### src/rtl/csa_mul_pkg.sv
// Shared definitions for the sequential carry-save multiplier.
//   state_t    : controller states (IDLE, ACCUM, RESOLVE, DONE)
//   row_cnt_w  : width of the partial-product row counter for a given operand width
package csa_mul_pkg;

    typedef enum logic [1:0] {
        IDLE    = 2'd0,
        ACCUM   = 2'd1,
        RESOLVE = 2'd2,
        DONE    = 2'd3
    } state_t;

    // Operand width is constrained to 2..32, so $clog2 is always >= 1.
    function automatic int unsigned row_cnt_w(input int unsigned width);
        return $clog2(width);
    endfunction

endpackage

### src/rtl/csa_row.sv
// One carry-save adder row: a column of full-adder cells that compress
// (partial-product row, sum, carry) into (sum', carry').
// Purely combinational.
//   pp        in  2*WIDTH  weighted partial-product row
//   sum_in    in  2*WIDTH  current redundant sum
//   carry_in  in  2*WIDTH  current redundant carry
//   sum_out   out 2*WIDTH  new sum
//   carry_out out 2*WIDTH  new carry, already shifted to its column weight
module csa_row
    import csa_mul_pkg::*;
#(
    parameter int unsigned WIDTH = 8
) (
    input  logic [2*WIDTH-1:0] pp,
    input  logic [2*WIDTH-1:0] sum_in,
    input  logic [2*WIDTH-1:0] carry_in,
    output logic [2*WIDTH-1:0] sum_out,
    output logic [2*WIDTH-1:0] carry_out
);

    localparam int unsigned PW = 2 * WIDTH;

    // The carry out of the top column is dropped: the result is modulo 2^PW.
    always_comb begin
        sum_out   = '0;
        carry_out = '0;
        for (int unsigned j = 0; j < PW; j++) begin
            sum_out[j] = pp[j] ^ sum_in[j] ^ carry_in[j];
        end
        for (int unsigned j = 0; j < PW - 1; j++) begin
            carry_out[j+1] = (pp[j] & sum_in[j]) | (pp[j] & carry_in[j]) |
                             (sum_in[j] & carry_in[j]);
        end
    end

endmodule

### src/rtl/csa_seq_multiplier.sv
// Sequential multiplier: one partial-product row per cycle accumulated in
// carry-save form, then a single carry-propagate add.
// Latency: accept edge is edge 0; rows are consumed on edges 1..WIDTH, the
// final add on edge WIDTH+1, so the product can first be taken on edge WIDTH+2.
// Build option: define CSA_SIGNED_MUL_EN for two's complement operands
// (Baugh-Wooley); otherwise operands are unsigned.
//   clk        in   clock, rising edge
//   rst        in   synchronous active-high reset
//   in_valid   in   operand pair present
//   in_ready   out  operands can be accepted (IDLE only)
//   a, b       in   WIDTH-bit multiplicand / multiplier
//   out_valid  out  product valid (DONE only)
//   out_ready  in   consumer takes the product
//   product    out  2*WIDTH-bit result, held until the next result or reset
module csa_seq_multiplier
    import csa_mul_pkg::*;
#(
    parameter int unsigned WIDTH = 8
) (
    input  logic                 clk,
    input  logic                 rst,
    input  logic                 in_valid,
    output logic                 in_ready,
    input  logic [WIDTH-1:0]     a,
    input  logic [WIDTH-1:0]     b,
    output logic                 out_valid,
    input  logic                 out_ready,
    output logic [2*WIDTH-1:0]   product
);

    localparam int unsigned CNT_W = row_cnt_w(WIDTH);
    localparam int unsigned PW    = 2 * WIDTH;

`ifdef CSA_SIGNED_MUL_EN
    // Baugh-Wooley correction constants 2^WIDTH + 2^(2*WIDTH-1), seeded into
    // the sum register so no extra accumulation cycle is needed.
    localparam logic [PW-1:0] SUM_SEED = (PW'(1) << WIDTH) | (PW'(1) << (PW - 1));
`else
    localparam logic [PW-1:0] SUM_SEED = '0;
`endif

    state_t             state, state_next;
    logic [CNT_W-1:0]   row;
    logic [WIDTH-1:0]   a_reg, b_reg;
    logic [WIDTH-1:0]   row_bits;
    logic [PW-1:0]      pp, sum_reg, carry_reg, sum_next, carry_next, product_reg;
    logic               last_row;

    assign last_row = (row == CNT_W'(WIDTH - 1));
    assign product  = product_reg;

    // Partial-product row for the current multiplier bit, weighted by 2^row.
    always_comb begin
        row_bits = a_reg & {WIDTH{b_reg[row]}};
`ifdef CSA_SIGNED_MUL_EN
        if (last_row) begin
            row_bits[WIDTH-2:0] = ~row_bits[WIDTH-2:0];
        end else begin
            row_bits[WIDTH-1] = ~row_bits[WIDTH-1];
        end
`endif
        pp = PW'(row_bits) << row;
    end

    csa_row #(
        .WIDTH (WIDTH)
    ) u_row (
        .pp        (pp),
        .sum_in    (sum_reg),
        .carry_in  (carry_reg),
        .sum_out   (sum_next),
        .carry_out (carry_next)
    );

    always_ff @(posedge clk) begin
        if (rst) begin
            state       <= IDLE;
            row         <= '0;
            a_reg       <= '0;
            b_reg       <= '0;
            sum_reg     <= '0;
            carry_reg   <= '0;
            product_reg <= '0;
        end else begin
            state <= state_next;
            case (state)
                IDLE: begin
                    if (in_valid) begin
                        a_reg     <= a;
                        b_reg     <= b;
                        sum_reg   <= SUM_SEED;
                        carry_reg <= '0;
                        row       <= '0;
                    end
                end
                ACCUM: begin
                    sum_reg   <= sum_next;
                    carry_reg <= carry_next;
                    row       <= last_row ? '0 : row + 1'b1;
                end
                RESOLVE: begin
                    product_reg <= sum_reg + carry_reg;
                end
                default: ;
            endcase
        end
    end

    always_comb begin
        state_next = state;
        in_ready   = 1'b0;
        out_valid  = 1'b0;
        case (state)
            IDLE: begin
                in_ready = 1'b1;
                if (in_valid) state_next = ACCUM;
            end
            ACCUM: begin
                if (last_row) state_next = RESOLVE;
            end
            RESOLVE: begin
                state_next = DONE;
            end
            DONE: begin
                out_valid = 1'b1;
                if (out_ready) state_next = IDLE;
            end
            default: state_next = IDLE;
        endcase
    end

endmodule

### config.mk
export PLATFORM = sky130hd
export DESIGN_NAME = csa_seq_multiplier
export DESIGN_NICKNAME = d
export VERILOG_FILES = /design/src/rtl/csa_mul_pkg.sv /design/src/rtl/csa_row.sv /design/src/rtl/csa_seq_multiplier.sv
export SDC_FILE = /design/constraint.sdc
export NUM_CORES = 1
export LEC_CHECK = 0
export CORE_AREA = 2 2 92 94
export DETAILED_ROUTE_END_ITERATION = 12
export DIE_AREA = 0 0 94 96
export MAX_ROUTING_LAYER = met4
export PLACE_DENSITY = 0.7
export SKIP_CTS_REPAIR_TIMING = 1
export SYNTH_ARGS = -nofsm -noshare
export SYNTH_HDL_FRONTEND = slang
export SYNTH_HIERARCHICAL = 1
export SYNTH_SLANG_ARGS = --single-unit
### constraint.sdc
create_clock -name clk -period 7.15 [get_ports clk]
set_clock_uncertainty 0.15 [all_clocks]
set_input_delay 2.145 -clock clk [delete_from_list [all_inputs] [get_ports clk]]
set_output_delay 2.145 -clock clk [all_outputs]
set_load 0.01 [all_outputs]
==> out/metrics.yaml <==
grt:
  met2_usage: 0.341
  grt_max_degree: 68
  grt_pass1_vias: 3139
  grt_use_met1: 0.255
  grt_most_used_layer: "met2"
  grt_overflow: 0
  grt_pass1_wl_mm: 14.4
  globalRouteMet3Util: 0.0407
  antenna_found_initial: 0
  grt_usage: 0.207
placed_design:
  port_buffers: 37
  gp_congestion: 0.881
  dpl.hpwl_mm: 5.76
pwr:
  power_density_nw_per_um2: 240
  power_leakage_nw: 1.80
  total_power_mw: 1.09
  peakVddDrop_mv: 0.182
critical_path:
  arrival_ns: 1.68
  cp.depth: 3
  endpoint: "in_ready"
  cp-startpoint: "state[0]$_SDFFE_PP0P_"
  rr_startpoint: "row[0]$_SDFFE_PP0P_"
  regToRegEndpoint: "sum_reg[5]$_SDFFE_PP0P_"
  crit_slowest_cell: "clkdlybuf4s50_1"
  crit_required_ns: 4.86
  reg2reg_depth: 7
  cp_max_fo: 6
  startpoint_type: "register"
  crit_type: "reg2out"
  rrSetupSlack_ns: 4.10
  path_buf_inv: 2
  max_stage_delay_ns: 0.58
  critPathCaptureType: "primary output"
  path_cells: "inv_1 -> ha_1 -> clkdlybuf4s50_1"
  critPathTopFamily: "buffers and inverters"
routing:
  drc: 0
  ant_nets: 0
  num_vias: 3233
  drtIter0Drc: 139
  wl_mm: 8.22
  wl_per_cell_um: 14.1
  vias_per_cell: 5.54
  dr.pass1.iters: 4
timing:
  maxSlewHeadroom: 0.493
  max_freq_ghz: 0.252
  rsz0062_at_grt: "no"
  setup-tns-final_ns: 0
  setup_violations: 0
  hold_viol_final: 0
  period_share: 0.556
  fin_crit_ns: 3.97
  maxSlewViolCount: 0
  tightest_slew_ns: 0.760
floorplanning:
  die_h_um: 96
  coreArea_um2: 8050
  rows: 33
  die_w_um: 94
  dieArea_um2: 9020
  initial_core_util: 0.490
  pin_count: 38
synth:
  synth_edf_count: 0
  synth_area_um2: 3950
  async_flop_share: 0
  seq_area_frac_synth: 0.350
  ys_seq_elements: 69
  synth.distinct_cells: 57
  postSynthCellCount: 448
  synth_area_per_cell_um2: 8.81
  ys.flop_type: "dfxtp_1"
  synth_fp_nets: 505
  yosysWarnings: 6
clocking:
  tritoncts: "done"
  clk_latency_ns: 0.35
  cts-root-buf: "clkbuf_8"
  cts_buffers: 9
  clk_pin_slew_ns: 0.07
  cts_sinks: 69
  clock_path_buffers: 2
  htreeDepth: 3
final_layout:
  syn2layout_area_growth_pct: 14.9
  layout_commonest_cell: "nor2_1"
  antenna_cells: 0
  n_fill_cell: 729
  layout_common_cells: "nor2_1 (71), dfxtp_1 (69), nand2_1 (49)"
  drive_gt1_frac: 0.0772
  fin_nets: 532
hold_path:
  min_path_type: "reg2reg"
flow_run:
  maxCapViolCount: 0
run_status:
  status: "finished clean"
-- cell type report --
cell class	count	area (um2)	share of cell area
Multi-Input combinational cell	345	2430	0.535
Sequential cell	69	1380	0.305
Timing Repair Buffer	41	395	0.0872
Clock buffer	11	141	0.0312
Tap cell	105	131	0.0290
Inverter	9	33.8	0.00745
Clock inverter	4	25.0	0.00552
-- report_power, final --
part / internal [mW] / switching, mW
clock: 0.132 / 0.146
combinational: 0.133 / 0.222
sequential: 0.420 / 0.0369
-- synthesized netlist by cell type (all sizes together), types with 3 or more instances --
library cell | instances | share of area
nand2b | 5 | 0.0079
a21o | 5 | 0.0095
nor2 | 72 | 0.069
o21bai | 4 | 0.0076
ha | 21 | 0.067
buf | 11 | 0.015
nand2 | 51 | 0.050
dfxtp | 69 | 0.35
xnor2 | 7 | 0.016
clkbuf | 14 | 0.013
nor2b | 6 | 0.0095
nand3 | 7 | 0.0089
nand4 | 3 | 0.0048
inv | 9 | 0.0086
fa | 16 | 0.081
nor3 | 6 | 0.0076
a211oi | 7 | 0.016
mux2i | 15 | 0.038
o21ai | 11 | 0.015
a211o | 5 | 0.011
a22oi | 34 | 0.065
a21oi | 37 | 0.051
-- per-stage QoR --
stage          setup slack [ns]  cells  utilization  instance area [um2]  hold WS (ns)
2_1_floorplan              3.90    448            -                 3950         0.283
3_3_place_gp               2.99    569        0.543                 4370         0.280
3_5_place_dp               2.94    569        0.543                 4370         0.291
4_1_cts                    3.16    584        0.563                 4530         0.300
5_1_grt                    3.10    584        0.563                 4530         0.319
6_report                   3.18    584        0.563                 4530         0.299
-- how the worst min path moves through the flow --
stage | from | end | slack (ns) | cells past startpoint
after global placement | product[15]$_SDFFE_PP0P_ | product[15]$_SDFFE_PP0P_ | 0.28 | 2
after global routing | b_reg[3]$_SDFFE_PP0P_ | b_reg[3]$_SDFFE_PP0P_ | 0.32 | 2
final | product[14]$_SDFFE_PP0P_ | product[14]$_SDFFE_PP0P_ | 0.30 | 2
after CTS | product[14]$_SDFFE_PP0P_ | product[14]$_SDFFE_PP0P_ | 0.30 | 2
after detailed placement | product[14]$_SDFFE_PP0P_ | product[14]$_SDFFE_PP0P_ | 0.29 | 2
after floorplan | b_reg[2]$_SDFFE_PP0P_ | b_reg[2]$_SDFFE_PP0P_ | 0.28 | 2
-- worst reg2reg max path, stage by stage (launching register included) --
cell and delay, ns:
dfxtp_1 0.81, mux4_2 0.64, nand2_2 0.14, and2_1 0.29, nor2_1 0.15, fa_1 0.49
a22oi_1 0.18, nor2_1 0.06
-- layer usage --
metal	part of all wire	up-vias
li1	-	1636
met1	0.49	1549
met2	0.48	33
met3	0.024	15
met5	0	-
met4	0.016	0
-- logic make-up (layout without fill, tap and decap cells) --
logic type,count (synthesis),after routing,synth area share
buffers and inverters,34,65,0.0364
DFF,69,69,0.350
xor gates and xnor gates,10,10,0.0260
adders and majority gates,37,37,0.148
and+or+nand+nor,159,159,0.173
other,2,2,0.00190
AOI/OAI and AO/OA,118,118,0.210
muxes,19,19,0.0551
Power figures use the tool's default switching activity.
